**src/rtl/reg_bank_pkg.sv**
```systemverilog
// -----------------------------------------------------------------------------
// reg_bank_pkg
// Shared constants for the CPU general-purpose register bank.
//   pair_op_e   : pair operation codes driven on pair_op
//   DEF_WIDTH   : default register width in bits
//   DEF_NREGS   : default number of registers
// No ports (package).
// -----------------------------------------------------------------------------
package reg_bank_pkg;

  typedef enum logic [1:0] {
    PAIR_NONE = 2'b00,
    PAIR_INC  = 2'b01,
    PAIR_DEC  = 2'b10,
    PAIR_LOAD = 2'b11
  } pair_op_e;

  localparam int DEF_WIDTH = 8;
  localparam int DEF_NREGS = 8;

endpackage

```
**src/rtl/reg_bank_if.sv**
```systemverilog
// -----------------------------------------------------------------------------
// reg_bank_if
// Bundles the read, write and pointer-pair signals of the register bank.
// Parameters: NREGS (register count), WIDTH (register width).
// Signals:
//   rd_a_addr/rd_b_addr  read indices            (master -> slave)
//   rd_a_data/rd_b_data  registered read data    (slave -> master)
//   wr_en/wr_addr/wr_data byte write port        (master -> slave)
//   pair_sel/pair_op/pair_wdata pair operation   (master -> slave)
//   pair_addr            selected pair contents  (slave -> master)
//   pair_carry           inc/dec wrapped         (slave -> master)
//   wr_conflict          byte write was dropped  (slave -> master)
// Modports: master (control unit side), slave (reg_bank side).
// -----------------------------------------------------------------------------
interface reg_bank_if
  import reg_bank_pkg::*;
#(
  parameter int NREGS = DEF_NREGS,
  parameter int WIDTH = DEF_WIDTH
) ();

  localparam int AW = $clog2(NREGS);
  localparam int PW = (AW > 1) ? AW - 1 : 1;

  logic [AW-1:0]      rd_a_addr;
  logic [WIDTH-1:0]   rd_a_data;
  logic [AW-1:0]      rd_b_addr;
  logic [WIDTH-1:0]   rd_b_data;
  logic               wr_en;
  logic [AW-1:0]      wr_addr;
  logic [WIDTH-1:0]   wr_data;
  logic [PW-1:0]      pair_sel;
  logic [1:0]         pair_op;
  logic [2*WIDTH-1:0] pair_wdata;
  logic [2*WIDTH-1:0] pair_addr;
  logic               pair_carry;
  logic               wr_conflict;

  modport master (
    output rd_a_addr, rd_b_addr, wr_en, wr_addr, wr_data,
           pair_sel, pair_op, pair_wdata,
    input  rd_a_data, rd_b_data, pair_addr, pair_carry, wr_conflict
  );

  modport slave (
    input  rd_a_addr, rd_b_addr, wr_en, wr_addr, wr_data,
           pair_sel, pair_op, pair_wdata,
    output rd_a_data, rd_b_data, pair_addr, pair_carry, wr_conflict
  );

endinterface

```
**src/rtl/reg_bank_pair_incdec.sv**
```systemverilog
// -----------------------------------------------------------------------------
// pair_incdec
// Combinational +1 / -1 on a 2*WIDTH-bit register pair with wrap detection.
// Ports:
//   value  in  2*WIDTH  current pair contents {high, low}
//   dec    in  1        0 = increment, 1 = decrement
//   result out 2*WIDTH  value +/- 1, modulo 2^(2*WIDTH)
//   wrap   out 1        increment from all-ones or decrement from zero
// -----------------------------------------------------------------------------
module pair_incdec
  import reg_bank_pkg::*;
#(
  parameter int WIDTH = DEF_WIDTH
) (
  input  logic [2*WIDTH-1:0] value,
  input  logic               dec,
  output logic [2*WIDTH-1:0] result,
  output logic               wrap
);

  localparam logic [2*WIDTH-1:0] ONE = {{(2*WIDTH-1){1'b0}}, 1'b1};

  // Full-width add/sub so the low byte's carry/borrow reaches the high byte.
  always_comb begin
    if (dec) begin
      result = value - ONE;
      wrap   = (value == '0);
    end else begin
      result = value + ONE;
      wrap   = &value;
    end
  end

endmodule

```
**src/rtl/reg_bank.sv**
```systemverilog
// -----------------------------------------------------------------------------
// reg_bank
// General-purpose register bank with two registered read ports, one byte
// write port and a pointer-pair port (even reg = high byte, odd = low byte)
// supporting increment, decrement and load.
// Ports:
//   clk   in  rising-edge clock
//   rst   in  synchronous active-high reset
//   bus   reg_bank_if.slave (read/write/pair signals, see reg_bank_if)
// Configuration macro:
//   REG_BANK_BYPASS_EN  defined   -> read ports are write-first
//                       undefined -> read ports are read-before-write
// -----------------------------------------------------------------------------
module reg_bank
  import reg_bank_pkg::*;
#(
  parameter int NREGS = DEF_NREGS,
  parameter int WIDTH = DEF_WIDTH
) (
  input  logic       clk,
  input  logic       rst,
  reg_bank_if.slave  bus
);

  localparam int AW = $clog2(NREGS);

  if (NREGS < 2 || (NREGS & (NREGS - 1)) != 0) begin : g_bad_nregs
    $error("reg_bank: NREGS must be a power of two and at least 2");
  end

  logic [WIDTH-1:0]   regs      [NREGS];
  logic [WIDTH-1:0]   regs_next [NREGS];
  logic [AW-1:0]      hi_idx;
  logic [AW-1:0]      lo_idx;
  logic [2*WIDTH-1:0] pair_cur;
  logic [2*WIDTH-1:0] pair_next;
  logic [2*WIDTH-1:0] step_result;
  logic               step_wrap;
  logic               pair_active;
  logic               pair_step;
  logic               conflict;
  logic [WIDTH-1:0]   rd_a_src;
  logic [WIDTH-1:0]   rd_b_src;

  // The size cast also covers NREGS=2, where the single pair has index 0.
  assign hi_idx   = AW'({bus.pair_sel, 1'b0});
  assign lo_idx   = hi_idx | AW'(1);
  assign pair_cur = {regs[hi_idx], regs[lo_idx]};

  assign bus.pair_addr = pair_cur;

  assign pair_active = (bus.pair_op != PAIR_NONE);
  assign pair_step   = (bus.pair_op == PAIR_INC) || (bus.pair_op == PAIR_DEC);

  // A byte write lands inside the selected pair when both indices share the
  // same pair number, i.e. they agree after forcing bit 0 high.
  assign conflict = bus.wr_en && pair_active &&
                    ((bus.wr_addr | AW'(1)) == lo_idx);

  pair_incdec #(.WIDTH(WIDTH)) u_incdec (
    .value  (pair_cur),
    .dec    (bus.pair_op == PAIR_DEC),
    .result (step_result),
    .wrap   (step_wrap)
  );

  always_comb begin
    pair_next = pair_cur;
    unique case (bus.pair_op)
      PAIR_INC, PAIR_DEC: pair_next = step_result;
      PAIR_LOAD:          pair_next = bus.pair_wdata;
      default:            pair_next = pair_cur;
    endcase
  end

  // Next contents of the whole array: byte write first, then the pair op, so
  // the pair op takes priority whenever both hit the same register.
  always_comb begin
    regs_next = regs;
    if (bus.wr_en && !conflict) begin
      regs_next[bus.wr_addr] = bus.wr_data;
    end
    if (pair_active) begin
      regs_next[hi_idx] = pair_next[2*WIDTH-1:WIDTH];
      regs_next[lo_idx] = pair_next[WIDTH-1:0];
    end
  end

`ifdef REG_BANK_BYPASS_EN
  // Write-first: read what the register will hold after this edge.
  assign rd_a_src = regs_next[bus.rd_a_addr];
  assign rd_b_src = regs_next[bus.rd_b_addr];
`else
  assign rd_a_src = regs[bus.rd_a_addr];
  assign rd_b_src = regs[bus.rd_b_addr];
`endif

  always_ff @(posedge clk) begin
    if (rst) begin
      for (int i = 0; i < NREGS; i++) begin
        regs[i] <= '0;
      end
      bus.rd_a_data   <= '0;
      bus.rd_b_data   <= '0;
      bus.pair_carry  <= 1'b0;
      bus.wr_conflict <= 1'b0;
    end else begin
      regs            <= regs_next;
      bus.rd_a_data   <= rd_a_src;
      bus.rd_b_data   <= rd_b_src;
      bus.pair_carry  <= pair_step && step_wrap;
      bus.wr_conflict <= conflict;
    end
  end

endmodule
```
**src/flat_wrapper.sv**
```systemverilog
// flat-port wrapper written by rule: the top's interface ports become plain ports
module reg_bank_flat import reg_bank_pkg::*;
#(
  parameter int NREGS = DEF_NREGS,
  parameter int WIDTH = DEF_WIDTH
)
  (clk, rst, bus_rd_a_addr, bus_rd_b_addr, bus_wr_en, bus_wr_addr, bus_wr_data, bus_pair_sel, bus_pair_op, bus_pair_wdata, bus_rd_a_data, bus_rd_b_data, bus_pair_addr, bus_pair_carry, bus_wr_conflict);
  reg_bank_if #(.NREGS(NREGS), .WIDTH(WIDTH)) bus_i ();
  input  logic clk;
  input  logic rst;
  input wire logic [$bits(bus_i.rd_a_addr)-1:0] bus_rd_a_addr;
  input wire logic [$bits(bus_i.rd_b_addr)-1:0] bus_rd_b_addr;
  input wire logic [$bits(bus_i.wr_en)-1:0] bus_wr_en;
  input wire logic [$bits(bus_i.wr_addr)-1:0] bus_wr_addr;
  input wire logic [$bits(bus_i.wr_data)-1:0] bus_wr_data;
  input wire logic [$bits(bus_i.pair_sel)-1:0] bus_pair_sel;
  input wire logic [$bits(bus_i.pair_op)-1:0] bus_pair_op;
  input wire logic [$bits(bus_i.pair_wdata)-1:0] bus_pair_wdata;
  output wire logic [$bits(bus_i.rd_a_data)-1:0] bus_rd_a_data;
  output wire logic [$bits(bus_i.rd_b_data)-1:0] bus_rd_b_data;
  output wire logic [$bits(bus_i.pair_addr)-1:0] bus_pair_addr;
  output wire logic [$bits(bus_i.pair_carry)-1:0] bus_pair_carry;
  output wire logic [$bits(bus_i.wr_conflict)-1:0] bus_wr_conflict;
  assign bus_i.rd_a_addr = bus_rd_a_addr;
  assign bus_i.rd_b_addr = bus_rd_b_addr;
  assign bus_i.wr_en = bus_wr_en;
  assign bus_i.wr_addr = bus_wr_addr;
  assign bus_i.wr_data = bus_wr_data;
  assign bus_i.pair_sel = bus_pair_sel;
  assign bus_i.pair_op = bus_pair_op;
  assign bus_i.pair_wdata = bus_pair_wdata;
  assign bus_rd_a_data = bus_i.rd_a_data;
  assign bus_rd_b_data = bus_i.rd_b_data;
  assign bus_pair_addr = bus_i.pair_addr;
  assign bus_pair_carry = bus_i.pair_carry;
  assign bus_wr_conflict = bus_i.wr_conflict;
  reg_bank #(.NREGS(NREGS), .WIDTH(WIDTH)) u_core (.clk(clk), .rst(rst), .bus(bus_i));
endmodule
```
**config.mk**
```make
export PLATFORM = sky130hd
export DESIGN_NAME = reg_bank_flat
export DESIGN_NICKNAME = d
export VERILOG_FILES = /design/src/rtl/reg_bank_pkg.sv /design/src/rtl/reg_bank_if.sv /design/src/rtl/reg_bank_pair_incdec.sv /design/src/rtl/reg_bank.sv /design/src/flat_wrapper.sv
export SDC_FILE = /design/constraint.sdc
export NUM_CORES = 1
export LEC_CHECK = 0
export BUFFER_PORTS_ARGS = -buffer_cell sky130_fd_sc_hd__clkbuf_2
export CORE_MARGIN = 2
export CORE_UTILIZATION = 61
export CTS_BUF_LIST = sky130_fd_sc_hd__clkbuf_4 sky130_fd_sc_hd__clkbuf_8
export DETAILED_ROUTE_END_ITERATION = 8
export PLACE_DENSITY = 0.88
export REMOVE_ABC_BUFFERS = 1
export SLEW_MARGIN = 15
export SYNTH_ARGS = -nofsm -noshare
export SYNTH_HDL_FRONTEND = slang
export SYNTH_SLANG_ARGS = --single-unit
```
**constraint.sdc**
```tcl
create_clock -name clk -period 4.2 [get_ports clk]
set_input_delay 0.84 -clock clk [delete_from_list [all_inputs] [get_ports clk]]
set_output_delay 0.84 -clock clk [all_outputs]
set_load 0.02 [all_outputs]
```
### Word-level counts from Yosys, hierarchy flattened

Index checks and enable logic that the tools add are counted.

* bits in registers: 82
* bits of input ports: 40
* output and inout port bits: 34
* logic and storage cells: 70

* add/sub/neg operators: 2
* $lt $le $gt $ge: 8
* equality and inequality tests: 4
* mux-type cells: 26
* bitwise logic cells: 5
* reduce and logical (&&, ||, !) cells: 13

Operator list (count)
* 64-bit bitwise mux: 3
* 64-bit two-way mux: 2
* 8-bit binary-select mux with 3-bit select: 4
* 8-bit two-way mux: 11
* 8-bit demux with 3-bit select: 3
* 16-bit case mux with 2 select lines: 1
* 4-bit greater-or-equal comparator (second input constant): 5
* 3-bit inverter with 4-bit output: 5
* 16-bit by 1-bit adder with 16-bit output (second input constant): 1
* 16-bit logical NOT: 1
* 16-bit two-way mux: 1
* 16-bit AND reduction: 1
* 16-bit by 1-bit subtractor with 16-bit output (second input constant): 1
* 4-bit by 1-bit less-than comparator with 1-bit output (second input constant): 3
* 1-bit logical AND: 7
* 2-bit == test (second input constant): 2
* 2-bit by 1-bit == test with 1-bit output (second input constant): 1
* 2-bit == test: 1
* 2-bit nonzero test: 1
* 2-bit OR reduction: 1
* 1-bit logical NOT: 1
* 1-bit logical OR: 1
* 1-bit two-way mux: 1

### Depth between registers and ports, before layout

Gate-level depths: netlist of the first run.

* depth after elaboration: 10
* gate-level depth with buffers: 11

### Modules after synthesis

A second synthesis of the first run with hierarchy kept.

* cells, all modules: 495
* area, all modules: 5805.6 um^2

By module, submodules not included
* reg_bank: times used 1, cells each 382, area each 4991.0 um^2, sequential area each 1641.6 um^2
* pair_incdec: times used 1, cells each 113, area each 814.5 um^2, sequential area each 0.0 um^2

### Worst setup path before layout of the first run

OpenSTA, ideal clock, no wires.

* kind: input to register
* start point: input port bus_pair_sel[0]
* end point: register u_core.regs[14] in the netlist's numbering
* setup time: 0.147 ns
* arrival: 3.790 ns
* slack: 0.263 ns
* stages on the path: 10
* buffers on the path: 2
* cell sequence: buf_4 buf_6 mux4_2 fa_1 a21o_1 a221oi_4 nor3_1 or4_1 a31oi_2 a221oi_1

* longest elaborated chain between the ends: 10
* elaborated cells on any way between the ends: 30
* those cells by class: add/sub (2); order compare (4); eq/ne (1); mux (16); bitwise (2); reduce/logical (5)

Ends and longest elaborated chain
* start, declared: line flat_wrapper.sv:16 `input wire logic [$bits(bus_i.pair_sel)-1:0] bus_pair_sel;`
* 3-bit inverter with 4-bit output (not written as such) (*): line reg_bank.sv:48 `assign pair_cur = {regs[hi_idx], regs[lo_idx]};`
* 8-bit binary-select mux with 3-bit select (*): line reg_bank.sv:48
* 8-bit two-way mux (not written as such) (*) (2 in a row): line reg_bank.sv:48
* net bus_pair_addr[0]: line flat_wrapper.sv:21 `output wire logic [$bits(bus_i.pair_addr)-1:0] bus_pair_addr;`
* 16-bit by 1-bit adder with 16-bit output / 16-bit by 1-bit subtractor with 16-bit output (equally long branches): line reg_bank_pair_incdec.sv:29, reg_bank_pair_incdec.sv:26
* 16-bit two-way mux (*): line reg_bank_pair_incdec.sv:25 `if (dec) begin`
* 16-bit case mux with 2 select lines (*): line reg_bank.sv:69 `unique case (bus.pair_op)`
* 64-bit bitwise mux: line reg_bank.sv:84 `regs_next[hi_idx] = pair_next[2*WIDTH-1:WIDTH];`
* 64-bit bitwise mux (*): line reg_bank.sv:85 `regs_next[lo_idx] = pair_next[WIDTH-1:0];`
* 64-bit two-way mux (*): line reg_bank.sv:83 `if (pair_active) begin`
* end signal, assigned: line reg_bank.sv:108 `regs <= regs_next;`
* end, declared: line reg_bank.sv:31 `logic [WIDTH-1:0] regs [NREGS];`

Mark *: on every way through the listed nets, which the timed path passes. The rest lies on a longest branch. The select of a mux whose other input is x is not followed.
A chain may end at the register's enable or synchronous reset.

### Worst setup path after layout of the first run

* start point: input port bus_pair_sel[0]
* end point: register u_core.regs[63] in the netlist's numbering

* longest elaborated chain between the ends: 10
* elaborated cells on any way between the ends: 30
* those cells by class: add/sub (2); order compare (4); eq/ne (1); mux (16); bitwise (2); reduce/logical (5)

Ends and longest elaborated chain (line)
* 3-bit inverter with 4-bit output, on equally long branches: reg_bank.sv:48, reg_bank.sv:85, reg_bank.sv:84
* 8-bit binary-select mux with 3-bit select: reg_bank.sv:48
* 8-bit two-way mux (not written as such) (2 in a row): reg_bank.sv:48
* 16-bit by 1-bit adder with 16-bit output / 16-bit by 1-bit subtractor with 16-bit output (equally long branches): reg_bank_pair_incdec.sv:29, reg_bank_pair_incdec.sv:26
* 16-bit two-way mux: reg_bank_pair_incdec.sv:25
* 16-bit case mux with 2 select lines: reg_bank.sv:69
* 64-bit bitwise mux: reg_bank.sv:84
* 64-bit bitwise mux: reg_bank.sv:85
* 64-bit two-way mux (*): reg_bank.sv:83

Every way passes the cells marked *; elsewhere a longest branch is shown, timed or not. The select of a mux whose other input is x is not followed.

==> impl_metrics.tcl, run 1 <==
set metrics [dict create \
    synth_area_leaders "dfxtp_1, mux4_2, mux2i_1, a221oi_1, ha_1" \
    crit_top_cell "o21ai_0" \
    mostFrequentLayoutCells "dfxtp_1, clkbuf_2, mux2i_1, mux4_2, nor2_1" \
    syn-cell-area_mm2 0.00614 \
    grt_start_max_net_pins 48 \
    synthArstFlopShare_pct 0 \
    cpMaxStageDelayCell "mux4_2" \
    area_growth_pct 10.7 \
    ys.flop_type "dfxtp_1" \
    dieWidth_um 104 \
    setup_ws_ns 0.421 \
    synth_cells 601 \
    grt_pass1_wl_um 32600 \
    hpwl_um 15000 \
    ff_latch_area_mm2 0.00164 \
    clkPwrFrac_pct 26.3 \
    nets 711 \
    run_status "complete, no violations" \
    coreArea_mm2 0.00977 \
    internal_power_mw 1.34 \
    crit_family "compound AO/OA/AOI/OAI gates" \
    ys_warn_count 0 \
    hold_path_class "register to register" \
    yosysSeqAreaShare_pct 26.7 \
    grt.overflow.total 0 \
    cts_resized 0 \
    min_period_ns 3.78 \
    num_vias 5837 \
    grt_pass1_vias 5763 \
    h-tree-depth 3 \
    post_dp_cell_area_mm2 0.00662 \
    crit_path_max_fanout 16 \
    tns_ns 0 \
    port_buffers 73 \
    clock_latency_ns 0.37 \
    finalCritPeriodShare_pct 90.0 \
    maxCapViolCount 0 \
    final_common_cell "dfxtp_1" \
    ios 74 \
    dieArea_mm2 0.0109 \
    required_ns 4.42 \
    rsz0062_at_grt "no" \
    crit_path_start_kind "input port" \
    max_freq_mhz 265 \
    maxSlewViolCount 0 \
    route.final.wire_length_um 21100 \
    p_leak_nw 2.91 \
    drive_above_1_share_pct 28.6 \
    tightest_slew_ns 1.31 \
    place_congestion 1.07 \
    synth_top_area_share_pct 26.7 \
    diodes 0 \
    synth-edff-count 0 \
    multiInputGateArea_mm2 0.00420 \
    p_total_mw 2.14 \
    antenna_found_initial 0 \
    start_util_pct 62.8 \
    cts_setup_buffers 0 \
    postRouteAntennaNets 0 \
    pwr-share-seq_pct 41.6 \
    critPathMaxStageDelay_ns 0.58 \
    track_usage_pct 39.2 \
    end_kind "register" \
    power_density_mw_per_mm2 315 \
    ys_ff_latch 82 \
    wl_per_cell_um 26.7 \
    dr.pass1.iters 5 \
    max-vdd-ir-drop_mv 0.185 \
    synth_top_area_cell "dfxtp_1" \
    p_switching_mw 0.796 \
    final-hold-violation-count 0 \
    finalSetupViolations 0 \
    drcViolationCount 0 \
    clk_pin_slew_ns 0.10 \
    clock_sinks 82 \
    fillCellCount 759 \
    skew_ns 0.0171 \
    cp_cell_sequence "clkbuf_2 -> buf_4 -> mux4_2 -> ha_1 -> a21oi_1 -> o21ai_0 -> a2111oi_0 -> o21ai_0 -> o211ai_1 -> a22oi_1" \
    clk_path_buf_depth 2 \
    cts_tree "built" \
    worst-path-buf-inv 2 \
    rows 36 \
    numCtsBuffers 9 \
    swShare_pct 37.2 \
    cts_root_buf "clkbuf_8" \
    slew_headroom_pct 12.2 \
    synth.avg_cell_area_um2 10.2 \
    synth_cell_types 63 \
    viasPerCell 7.38 \
    path_class "input port to register" \
    design_area_mm2 0.00680 \
    combPwrFrac_pct 32.1 \
    place_ws_ns 0.0907 \
    fp.dieH_um 104 \
    crit_arrival_ns 4.00 \
    drt_iter0_drc 653 \
    postCtsHoldBufs 0 \
]
[cells by family (layout without fill, tap and decap cells)]
group                    count (synthesis)  after routing  synth area share [%]
adder cells (fa/ha/maj)                 18             18                  3.79
buffers and inverters                   65            122                  4.87
multiplexers                           121            121                  29.5
XOR/XNOR                                 9              9                  1.59
flip-flops                              82             82                  26.7
AND/OR/NAND/NOR                        132            132                  10.9
AO/OA/AOI/OAI                          174            174                  22.6
[metrics by stage]
| stage | hold WS, ns | instances | utilization [%] |
|---|---|---|---|
| global placement | 0.572 | 775 | 67.7 |
| CTS | 0.606 | 791 | 69.6 |
| global route | 0.627 | 791 | 69.6 |
| finish | 0.612 | 791 | 69.6 |
| floorplan | 0.542 | 544 | - |
| detailed placement | 0.592 | 775 | 67.7 |
[registers in the layout, summed over array words and instances (netlist names)]
register and cells:
u_core.regs 64, u_core.bus.rd_a_data 8, u_core.bus.rd_b_data 8, u_core.bus.pair_carry 1, u_core.bus.wr_conflict 1
[per-layer routing]
layer | routed length [um] | global-route usage [%]
met3 | 2230 | 8.02
met5 | 0 | 0
met1 | 7680 | 48.7
met4 | 1370 | 26.0
met2 | 9850 | 61.6
[power groups by stage]
stage	clock, mW	sequential [mW]	combinational [mW]
floorplan	0	0.898	0.411
global placement	0	0.900	0.651
detailed placement	0	0.905	0.668
CTS	0.567	0.886	0.670
global route	0.599	0.896	0.725
finish	0.563	0.890	0.687
[cells in the mapped netlist (5+ instances only)]
cell type and instances:
a211oi_1 8, ha_1 17, nor2_1 38, nor2b_1 5, inv_1 7, dfxtp_1 82, a221oi_2 6, a221o_1 6
nand2_1 30, o31ai_1 5, a21oi_1 35, a21o_1 17, buf_6 6, mux4_2 48, nand4_1 6, buf_2 5
mux2i_1 72, nand2b_1 8, xnor2_1 5, clkbuf_1 42, a221oi_1 37, a31oi_1 8, o21a_1 5, nand3_1 7
nor3_1 7, o21ai_0 18
[layout make-up]
type                       instances  share of cell area, %
multi-input combinational        454                   61.8
tap                              133                   2.45
clock buffer                       9                   1.82
sequential                        82                   24.1
clock inverter                     7                  0.883
inverter                           8                  0.442
timing repair buffer              98                   8.50
[tightest hold or removal path: cells and delay by family (launching register included)]
family	cells	cell delay [ns]
muxes	1	0.14
AOI/OAI and AO/OA	1	0.08
DFF	1	0.35
[worst paths after layout]
path	depth (start not counted)	slack, ns	to	start
max	10	0.42	u_core.regs[63]	bus_pair_sel[0]
max reg2reg	8	1.07	u_core.regs[30]	u_core.regs[0]
min reg2reg	2	0.61	u_core.regs[54]	u_core.regs[54]
min	2	0.61	u_core.regs[54]	u_core.regs[54]
Note: power is estimated with default switching activity, not from simulation.
==> run 2: changes to the inputs <==
--- a/config.mk
+++ b/config.mk
@@ -10,7 +10,7 @@
 export CORE_UTILIZATION = 61
 export CTS_BUF_LIST = sky130_fd_sc_hd__clkbuf_4 sky130_fd_sc_hd__clkbuf_8
 export DETAILED_ROUTE_END_ITERATION = 8
-export PLACE_DENSITY = 0.88
+export PLACE_DENSITY = 0.84
 export REMOVE_ABC_BUFFERS = 1
 export SLEW_MARGIN = 15
 export SYNTH_ARGS = -nofsm -noshare
==> run 2 against run 1 <==
Compared with the run above: sequential cell count unchanged; setup slack got worse by 0.018 ns; combinational power fell by 0.7%; power increased by 4.8%; critical endpoint is now u_core.regs[30]; global-route usage about the same; utilization down 0.20 points; highest routed layer unchanged.
==> impl_metrics.tcl, run 2 (synthesized netlist as in run 1, its figures left out) <==
set metrics [dict create \
    grt_start_max_net_pins 48 \
    tightest_slew_ns 1.11 \
    area_growth_pct 10.4 \
    crit_family "simple AND/OR/NAND/NOR gates" \
    grt_pass1_wl_um 32500 \
    grt.overflow.total 0 \
    grt_pass1_vias 5954 \
    dieArea_mm2 0.0109 \
    design_area_mm2 0.00678 \
    worst-path-buf-inv 2 \
    coreArea_mm2 0.00977 \
    final-hold-violation-count 0 \
    r2r_cells 8 \
    r2r_setup_slack_ns 0.94 \
    top_register "u_core.regs" \
    slew_headroom_pct 25.9 \
    wl_per_cell_um 27.0 \
    numCtsBuffers 9 \
    diodes 0 \
    required_ns 4.39 \
    antenna_found_initial 0 \
    finalSetupViolations 0 \
    power_density_mw_per_mm2 331 \
    port_buffers 73 \
    timing.hold.ws_ns 0.605 \
    max-vdd-ir-drop_mv 0.232 \
    top_regs "u_core.regs (64), u_core.bus.rd_a_data (8), u_core.bus.rd_b_data (8)" \
    drcViolationCount 0 \
    hold_path_class "register to register" \
    cts_resized 0 \
    fp.dieH_um 104 \
    viasPerCell 7.57 \
    cts_tree "built" \
    min_to "u_core.regs[63]" \
    end_kind "register" \
    drt_iter0_drc 810 \
    regToRegEndpoint "u_core.regs[30]" \
    final_common_cell "dfxtp_1" \
    clk_path_buf_depth 2 \
    p_leak_nw 2.90 \
    run_status "complete, no violations" \
    clk_pin_slew_ns 0.09 \
    crit_path_start_kind "input port" \
    tns_ns 0 \
    finalCritPeriodShare_pct 90.4 \
    post_dp_cell_area_mm2 0.00656 \
    clock_sinks 82 \
    route.final.wire_length_um 21200 \
    postRouteAntennaNets 0 \
    skew_ns 0.0204 \
    whs_path_depth 2 \
    maxSlewViolCount 0 \
    crit_arrival_ns 3.98 \
    max_freq_mhz 263 \
    cts_setup_buffers 0 \
    r2r_start "u_core.regs[0]" \
    place_congestion 1.05 \
    cpMaxStageDelayCell "mux4_2" \
    worstHoldStart "u_core.regs[63]" \
    num_vias 5931 \
    clock_latency_ns 0.37 \
    h-tree-depth 3 \
    stdcell_count 784 \
    rsz0062_at_grt "no" \
    ios 74 \
    start_util_pct 62.8 \
    maxCapViolCount 0 \
    track_usage_pct 39.2 \
    postCtsHoldBufs 0 \
    cp_cell_sequence "clkbuf_2 -> buf_12 -> mux4_2 -> ha_1 -> and3_1 -> a221oi_4 -> nor3_1 -> or4_1 -> a31oi_2 -> a221oi_1" \
    dpl.cell_count 769 \
    path_class "input port to register" \
    dieWidth_um 104 \
    dr.pass1.iters 7 \
    critPathMaxStageDelay_ns 0.55 \
    min_period_ns 3.80 \
    cts_root_buf "clkbuf_8" \
    mostFrequentLayoutCells "dfxtp_1, clkbuf_2, mux2i_1, mux4_2, nor2_1" \
    nets 705 \
    rows 36 \
    fillCellCount 762 \
    crit_path_max_fanout 24 \
    hpwl_um 14800 \
    drive_above_1_share_pct 27.8 \
    largest_reg_flops 64 \
]
[run 2: cell count changes in the layout (fill, tap and decap cells not counted), sizes merged]
cell and change:
clkinvlp -1, clkbuf +2, buf -6, inv -4, bufinv +2
[run 2: worst register-to-register path, cell delays in order, from the launching register on]
cell and delay, ns:
dfxtp_1 0.38, mux4_2 0.53, fa_1 0.49, a21o_1 0.24, a221oi_4 0.37, nor3_1 0.12
or4_1 0.54, a31oi_2 0.29, a221oi_1 0.14
[run 2: worst max-delay path by stage]
stage | start | endpoint | depth (start not counted)
after floorplan | bus_pair_sel[0] | u_core.regs[46] | 8
after global placement | bus_pair_sel[0] | u_core.regs[30] | 10
after detailed placement | bus_pair_sel[0] | u_core.regs[30] | 10
after CTS | bus_pair_sel[0] | u_core.regs[30] | 10
after global routing | bus_pair_sel[0] | u_core.regs[30] | 10
final | bus_pair_sel[0] | u_core.regs[30] | 10
[run 2: power breakdown]
part	internal [mW]	total [mW]	switching (mW)	leakage (nW)
Combinational	0.275	0.682	0.407	2.12
Sequential	0.835	0.891	0.0555	0.673
Clock	0.356	0.669	0.312	0.109
[run 2: per-layer routing]
layer | global-route usage (%) | wire length [um]
met4 | 23.8 | 1400
met1 | 47.5 | 7420
met5 | 0 | 0
met3 | 10.4 | 2620
met2 | 62.2 | 9730
[run 2: layout make-up]
cell class                 instances  area [um2]  area share [%]
multi-input combinational        454        4200            62.0
sequential                        82        1640            24.2
timing repair buffer              92         520            7.68
tap                              133         166            2.45
clock buffer                      11         145            2.14
clock inverter                     4        76.3            1.13
inverter                           8        30.0           0.443
[run 2: metrics by stage]
step / util, % / setup slack (ns) / power (mW)
2_1_floorplan: - / 0.643 / 1.31
3_3_place_gp: 67.1 / 0.143 / 1.53
3_5_place_dp: 67.1 / 0.0613 / 1.56
4_1_cts: 69.4 / 0.446 / 2.22
5_1_grt: 69.4 / 0.225 / 2.31
6_report: 69.4 / 0.403 / 2.24
